## config.mk

```make
export PLATFORM = sky130hd
export DESIGN_NAME = flip_candidate_sequencer
export DESIGN_NICKNAME = d
export VERILOG_FILES = /design/src/rtl/sat_pkg.sv /design/src/rtl/flip_candidate_sequencer.sv
export SDC_FILE = /design/constraint.sdc
export NUM_CORES = 1
export LEC_CHECK = 0
export BUFFER_PORTS_ARGS = -buffer_cell sky130_fd_sc_hd__buf_4
export CAP_MARGIN = 20
export CORE_ASPECT_RATIO = 1.1
export CORE_MARGIN = 3
export CORE_UTILIZATION = 41
export DETAILED_ROUTE_END_ITERATION = 8
export PLACE_DENSITY = 0.65
export SLEW_MARGIN = 15
export SYNTH_ARGS = -nofsm -noshare
export SYNTH_HDL_FRONTEND = slang
export SYNTH_SLANG_ARGS = --single-unit
```

## constraint.sdc

```tcl
create_clock -name clk -period 2.9 [get_ports clk]
set_input_delay 0.435 -clock clk [delete_from_list [all_inputs] [get_ports clk]]
set_output_delay 0.435 -clock clk [all_outputs]
set_load 0.1 [all_outputs]
```

## src/rtl/sat_pkg.sv

```systemverilog
// Shared SAT constants and the sequencer state encoding.
package sat_pkg;

  localparam int unsigned NSAT     = 3;   // literals per clause
  localparam int unsigned MC       = 20;  // occurrence-list width per variable
  localparam int unsigned VAR_BITS = 16;  // variable index width

  typedef enum logic [2:0] {
    IDLE,
    FETCH,
    WAIT,
    WRITE,
    SETTLE,
    DONE
  } seq_state_t;

endpackage

```

## src/rtl/flip_candidate_sequencer.sv

```systemverilog
// flip_candidate_sequencer
//   Walks the literals of one clause. For each valid literal it fetches that
//   variable's broken/mask occurrence lists and streams them into the flip
//   selector, one write per literal. It then captures the selector's choice
//   and offers the chosen variable on a valid/ready handshake.
//
// Ports
//   clk, reset_n          clock, asynchronous active-low reset
//   start_i / ready_o     job handshake (ready_o high only in IDLE)
//   clause_vars_i         NSAT variable indices, literal k at [k*VAR_BITS +: VAR_BITS]
//   clause_vars_valid_i   per-literal valid mask
//   mem_req_o, mem_addr_o one-cycle fetch request for a variable's lists
//   mem_rdata_*_i         fetch response (valid strobe, broken list, mask list)
//   clause_broken_o, mask_bits_o, wren_o, break_values_valid_o
//                         selector write port; selected_i is its answer
//   flip_valid_o / flip_ready_i, flip_var_o, flip_idx_o, error_o
//                         result handshake; error_o is sticky until the next start
//
// Build option
//   FLIP_SEQ_TIMEOUT_EN   bounds the memory wait to TIMEOUT cycles; on expiry the
//                         job ends in DONE with error_o set and a zero result.
module flip_candidate_sequencer #(
  parameter int unsigned NSAT                     = sat_pkg::NSAT,
  parameter int unsigned MAX_CLAUSES_PER_VARIABLE = sat_pkg::MC,
  parameter int unsigned VAR_BITS                 = sat_pkg::VAR_BITS,
  parameter int unsigned TIMEOUT                  = 64,
  localparam int unsigned MC    = MAX_CLAUSES_PER_VARIABLE,
  localparam int unsigned IDX_W = $clog2(NSAT)
) (
  input  logic                     clk,
  input  logic                     reset_n,
  input  logic                     start_i,
  output logic                     ready_o,
  input  logic [NSAT*VAR_BITS-1:0] clause_vars_i,
  input  logic [NSAT-1:0]          clause_vars_valid_i,
  output logic                     mem_req_o,
  output logic [VAR_BITS-1:0]      mem_addr_o,
  input  logic                     mem_rdata_valid_i,
  input  logic [MC-1:0]            mem_rdata_broken_i,
  input  logic [MC-1:0]            mem_rdata_mask_i,
  output logic [MC-1:0]            clause_broken_o,
  output logic [MC-1:0]            mask_bits_o,
  output logic [IDX_W-1:0]         wren_o,
  output logic [NSAT-1:0]          break_values_valid_o,
  input  logic [IDX_W-1:0]         selected_i,
  output logic                     flip_valid_o,
  input  logic                     flip_ready_i,
  output logic [VAR_BITS-1:0]      flip_var_o,
  output logic [IDX_W-1:0]         flip_idx_o,
  output logic                     error_o
);

  import sat_pkg::*;

  // Only 3-SAT is supported; TIMEOUT must be a usable cycle count.
  if (NSAT != 3) begin : g_bad_nsat
    $error("flip_candidate_sequencer: NSAT must be 3");
  end
  if (TIMEOUT == 0) begin : g_bad_timeout
    $error("flip_candidate_sequencer: TIMEOUT must be nonzero");
  end

  seq_state_t                state;
  logic [IDX_W-1:0]          k;
  logic [NSAT*VAR_BITS-1:0]  vars_q;
  logic [NSAT-1:0]           valid_q;

  logic [IDX_W-1:0]          k_inc;
  logic                      last_k;
  logic [VAR_BITS-1:0]       nxt_var;
  logic                      nxt_valid;
  logic [VAR_BITS-1:0]       sel_var;
  logic                      sel_ok;

`ifdef FLIP_SEQ_TIMEOUT_EN
  localparam int unsigned TMO_W = $clog2(TIMEOUT + 1);
  logic [TMO_W-1:0] tmo_cnt;
`endif

  // Selector write enable: one-hot per literal, all ones on the last literal.
  function automatic logic [IDX_W-1:0] wren_for(input logic [IDX_W-1:0] kk);
    if (kk == IDX_W'(NSAT - 1)) wren_for = '1;
    else                        wren_for = IDX_W'(1) << kk;
  endfunction

  assign k_inc  = k + IDX_W'(1);
  assign last_k = (k == IDX_W'(NSAT - 1));

  // Look up the next literal and the selector's pick; out-of-range picks stay invalid.
  always_comb begin
    nxt_var   = '0;
    nxt_valid = 1'b0;
    sel_var   = '0;
    sel_ok    = 1'b0;
    for (int i = 0; i < NSAT; i++) begin
      if (k_inc == IDX_W'(i)) begin
        nxt_var   = vars_q[i*VAR_BITS +: VAR_BITS];
        nxt_valid = valid_q[i];
      end
      if (selected_i == IDX_W'(i)) begin
        sel_var = vars_q[i*VAR_BITS +: VAR_BITS];
        sel_ok  = valid_q[i];
      end
    end
  end

  // Sequencer FSM; every output is registered on entry to the state that owns it.
  always_ff @(posedge clk or negedge reset_n) begin
    if (!reset_n) begin
      state                <= IDLE;
      k                    <= '0;
      vars_q               <= '0;
      valid_q              <= '0;
      ready_o              <= 1'b1;
      mem_req_o            <= 1'b0;
      mem_addr_o           <= '0;
      clause_broken_o      <= '0;
      mask_bits_o          <= '0;
      wren_o               <= '0;
      break_values_valid_o <= '0;
      flip_valid_o         <= 1'b0;
      flip_var_o           <= '0;
      flip_idx_o           <= '0;
      error_o              <= 1'b0;
`ifdef FLIP_SEQ_TIMEOUT_EN
      tmo_cnt              <= '0;
`endif
    end else begin
      // Single-cycle strobes and write data default low.
      mem_req_o            <= 1'b0;
      mem_addr_o           <= '0;
      clause_broken_o      <= '0;
      mask_bits_o          <= '0;
      wren_o               <= '0;
      break_values_valid_o <= '0;

      case (state)
        IDLE: begin
          if (start_i && ready_o) begin
            vars_q     <= clause_vars_i;
            valid_q    <= clause_vars_valid_i;
            k          <= '0;
            ready_o    <= 1'b0;
            error_o    <= 1'b0;
            flip_var_o <= '0;
            flip_idx_o <= '0;
            if (clause_vars_valid_i[0]) begin
              state      <= FETCH;
              mem_req_o  <= 1'b1;
              mem_addr_o <= clause_vars_i[VAR_BITS-1:0];
            end else begin
              state  <= WRITE;
              wren_o <= wren_for('0);
            end
          end
        end

        FETCH: begin
          state <= WAIT;
`ifdef FLIP_SEQ_TIMEOUT_EN
          tmo_cnt <= '0;
`endif
        end

        WAIT: begin
          if (mem_rdata_valid_i) begin
            state           <= WRITE;
            clause_broken_o <= mem_rdata_broken_i;
            mask_bits_o     <= mem_rdata_mask_i;
            wren_o          <= wren_for(k);
            if (last_k) break_values_valid_o <= valid_q;
          end
`ifdef FLIP_SEQ_TIMEOUT_EN
          else if (tmo_cnt == TMO_W'(TIMEOUT - 1)) begin
            // Memory never answered: abandon the remaining writes.
            state        <= DONE;
            error_o      <= 1'b1;
            flip_valid_o <= 1'b1;
            flip_var_o   <= '0;
            flip_idx_o   <= '0;
          end else begin
            tmo_cnt <= tmo_cnt + TMO_W'(1);
          end
`endif
        end

        WRITE: begin
          if (last_k) begin
            state <= SETTLE;
          end else begin
            k <= k_inc;
            if (nxt_valid) begin
              state      <= FETCH;
              mem_req_o  <= 1'b1;
              mem_addr_o <= nxt_var;
            end else begin
              // Invalid literal: write zero lists without touching memory.
              wren_o <= wren_for(k_inc);
              if (k_inc == IDX_W'(NSAT - 1)) break_values_valid_o <= valid_q;
            end
          end
        end

        SETTLE: begin
          state        <= DONE;
          flip_valid_o <= 1'b1;
          flip_idx_o   <= selected_i;
          if (sel_ok) begin
            flip_var_o <= sel_var;
          end else begin
            flip_var_o <= '0;
            error_o    <= 1'b1;
          end
        end

        DONE: begin
          if (flip_ready_i) begin
            state        <= IDLE;
            flip_valid_o <= 1'b0;
            ready_o      <= 1'b1;
          end
        end

        default: begin
          state   <= IDLE;
          ready_o <= 1'b1;
        end
      endcase
    end
  end

endmodule

```

==> implementation parameters <==
Parameter                              Value

Power and ir drop
  Power per cell area    1020 mW/mm^2
  Total leakage power    4.18 nW
  Worst vdd ir    0.000445 V
  Part of the total power dissipated in the clock network    0.240
  Proportion of power drawn by combinational gates    0.404
  Sequential cell fraction of total power    0.356
  Switching power as a share of total power    0.439
  Internal power contribution    4.53 mW
  Switching power of the nets    3.54 mW

STA
  Largest clock skew in the final design    0.00696 ns
  Setup violations, final    0
  Slew Limit Fails    0
  Post-route minimum period    2.11 ns
  Min Hold Slack    0.208 ns
  TNS Setup    0 ns
  Fin crit share    0.727
  Final number of hold-violating endpoints    0
  Rel. slew slack    0.322
  Timing-limited maximum frequency    474 MHz
  Setup repair after global routing missed its margin    false
  Worst-margin pin slew    1.01 ns

Min path
  Hold Path Class    input pin to register
  Min-Delay Path Depth    3

Worst setup path
  Worst Setup Start Kind    register
  Worst Setup End Kind    register
  Crit-path cells    nand2_1 -> or4_2 -> buf_4 -> nand3_1 -> o31ai_1
  Arrival time of the worst setup path    2.37 ns
  Buffer and inverter count on the worst path    1
  Family with the most delay on the worst path    simple AND/OR/NAND/NOR gates
  Data required time of the worst path    3.16 ns
  Startpoint-to-endpoint class of the critical path    register to register
  Worst-path cell with the longest stage delay    sky130_fd_sc_hd__dfstp_2
  Maximum fanout encountered on the critical timing path    72
  Logic depth of the worst setup path including buffers    5
  Longest individual stage delay on the worst path    0.57 ns
  Worst Reg-to-Reg Cells    5

Floorplan
  Initial core utilization    0.425
  Floorplan die area    0.0160 sq mm
  Horizontal die dimension    121 um
  FP Rows    45
  Vertical die dimension    132 um
  Placeable core area    0.0140 sq mm
  Ports    181

Detailed routing
  Iteration-0 DRC Markers    416
  Via-per-instance ratio    5.04
  Drt pass-1 iters    5
  Average routed wire per standard cell    16.5 um
  Final WL    15900 um
  Antenna Nets Post-Route    0
  Via Count    4876
  Number of remaining DRC errors    0

Final layout
  Finished layout cell area    0.00794 sq mm
  Antenna Cells    0
  Most common cell after layout, fill and taps aside    sky130_fd_sc_hd__buf_4
  Final Non-Filler Cells    967
  Nets    874
  Top library cells by usage in the layout, fill and taps aside    187 x sky130_fd_sc_hd__buf_4, 182 x sky130_fd_sc_hd__nand2_1, 138 x sky130_fd_sc_hd__dfrtp_1
  Area growth syn-to-layout    33.7%
  Total of fill cells in the finished design    1287
  Fraction of final layout cells sized beyond drive strength 1    0.281

Status
  Outcome    finished, final reports clean

Flow run
  Number of max-cap violations    0

GRT
  Largest net degree at the start of global routing    73
  Highest-utilization routing layer at the global route stage    met2
  Global-route met3 utilization    0.0498
  Number of antenna violations at the first check in global routing    0
  GR Util met2    0.322
  Met1 demand-to-capacity share in global routing    0.276
  Remaining Overflow, GRT    0
  Total track usage    0.205
  Global-route wire length before repair    25700 um
  Via count of the first global-routing pass    4861

Placed design
  Post-DP HPWL    11100 um
  Placed Instance Area    0.00741 sq mm
  Placed cell count    939
  Port Buffers    180
  Final GP Congestion    0.852

CTS
  Post-CTS setup repair buffer count    0
  Number of H-tree levels    4
  Maximum buffer depth of the clock tree    2
  Latest clock arrival within the worst-skew pair    0.42 ns
  Clock sink total    139
  Clock-pin slew reported for the worst setup and hold paths after clock tree synthesis    0.05 ns
  Clock root buffer    sky130_fd_sc_hd__clkbuf_16
  Resize count post-CTS    0
  Clock tree from TritonCTS    built
  Number of buffers created by CTS    17
  Hold-fix buffers, CTS    1

Synthesis
  Cell area after technology mapping    0.00594 sq mm
  Sequential cell area fraction in the yosys report    0.586
  Number of standard cells after synthesis    603
  Yosys warning total    0
  Post-synth ARST share    1.00
  Synth Register Bits    139
  Number of nets produced by synthesis    706
  Post-synthesis xor/xnor area fraction    0
  Multiplexer area fraction after synthesis    0.0287
  Synthesized-area fraction occupied by adder cells    0.0105
  Post-synthesis cell type count    35
  Average instance area after synthesis    9.84 sq um
  Simple-gate area share of the yosys netlist    0.230
  Largest family of logic cells by synthesized area    simple AND/OR/NAND/NOR gates
  Leading register cell type out of synthesis    sky130_fd_sc_hd__dfrtp_1
  Number of enable-type register cells in the synthesized netlist    0
  Synth Area in Compound Gates    0.109
metal layers:
layer / vias to the layer above / routed length, um
met2: 181 / 7710
met5: - / 0
li1: 2331 / -
met3: 29 / 911
met4: 0 / 346
met1: 2335 / 6970
power groups by stage:
stage	sequential (mW)	clock, mW	combinational, mW
2_1_floorplan	4.11	0	1.17
4_1_cts	2.87	1.97	3.27
6_report	2.88	1.94	3.26
3_5_place_dp	2.90	0	3.26
5_1_grt	2.95	2.06	3.49
3_3_place_gp	2.87	0	3.20
final cells by class:
| cell class | instances | area, sq um | share of cell area |
|---|---|---|---|
| clock buffer | 23 | 468 | 0.0590 |
| inverter | 3 | 11.3 | 0.00142 |
| tap | 188 | 235 | 0.0296 |
| sequential | 139 | 3480 | 0.438 |
| clock inverter | 4 | 45.0 | 0.00568 |
| multi-input combinational | 420 | 2250 | 0.284 |
| timing repair buffer | 190 | 1450 | 0.182 |
Yosys cell counts, types with 4 or more instances:
library cell               count  area [sq um]
sky130_fd_sc_hd__nor2_1       25          93.8
sky130_fd_sc_hd__nand2b_1      5          31.3
sky130_fd_sc_hd__o31ai_1      17           128
sky130_fd_sc_hd__ha_1          5          62.6
sky130_fd_sc_hd__buf_2        16          80.1
sky130_fd_sc_hd__mux2i_1      17           170
sky130_fd_sc_hd__a21oi_1      32           160
sky130_fd_sc_hd__and3b_1      10          87.6
sky130_fd_sc_hd__and2_1       44           275
sky130_fd_sc_hd__nand3_1      19          95.1
sky130_fd_sc_hd__nor2b_1       6          37.5
sky130_fd_sc_hd__nand2_1     182           683
sky130_fd_sc_hd__a22o_1       17           149
sky130_fd_sc_hd__buf_4         4          30.0
sky130_fd_sc_hd__o21ai_0      19          95.1
sky130_fd_sc_hd__clkbuf_1     20          75.1
sky130_fd_sc_hd__a22oi_1       6          45.0
sky130_fd_sc_hd__dfrtp_1     138          3450
sequential cells by signal, summed over array words and instances, names as in the netlist, 3 cells and up:
name,cells
state,3
clause_broken_o,20
mask_bits_o,20
break_values_valid_o,3
mem_addr_o,16
flip_var_o,16
vars_q,48
valid_q,3
stage by stage:
step | total power, mW | setup WS [ns] | util
finish | 8.07 | 0.792 | 0.568
global route | 8.49 | 0.631 | 0.568
CTS | 8.11 | 0.806 | 0.568
detailed placement | 6.16 | 0.815 | 0.531
global placement | 6.08 | 0.878 | 0.531
floorplan | 5.28 | 0.790 | -
tightest hold or removal path, cell delays in order:
cell	delay, ns
sky130_fd_sc_hd__buf_4	0.08
sky130_fd_sc_hd__nand2_1	0.04
sky130_fd_sc_hd__nand2_1	0.04
kinds of logic after synthesis:
logic type      after synthesis
flops                       139
compound gates              100
fa+ha+maj                     5
mux                          17
simple gates                298
buf+inv                      44
path summary, 6_finish.rpt:
kind	slack, ns	from	endpoint
hold / removal	0.21	clause_vars_i[40]	vars_q[40]$_DFFE_PN0P_
setup reg to reg	0.79	ready_o$_DFFE_PN1P_	flip_var_o[5]$_DFFE_PN0P_
setup / recovery	0.79	ready_o$_DFFE_PN1P_	flip_var_o[5]$_DFFE_PN0P_
max in group asynchronous	1.60	reset_n	vars_q[25]$_DFFE_PN0P_
hold reg to reg	0.48	flip_valid_o$_DFFE_PN0P_	flip_valid_o$_DFFE_PN0P_
min in group asynchronous	0.56	reset_n	clause_broken_o[18]$_DFF_PN0_
No activity file was read; power rests on OpenSTA's default activity.
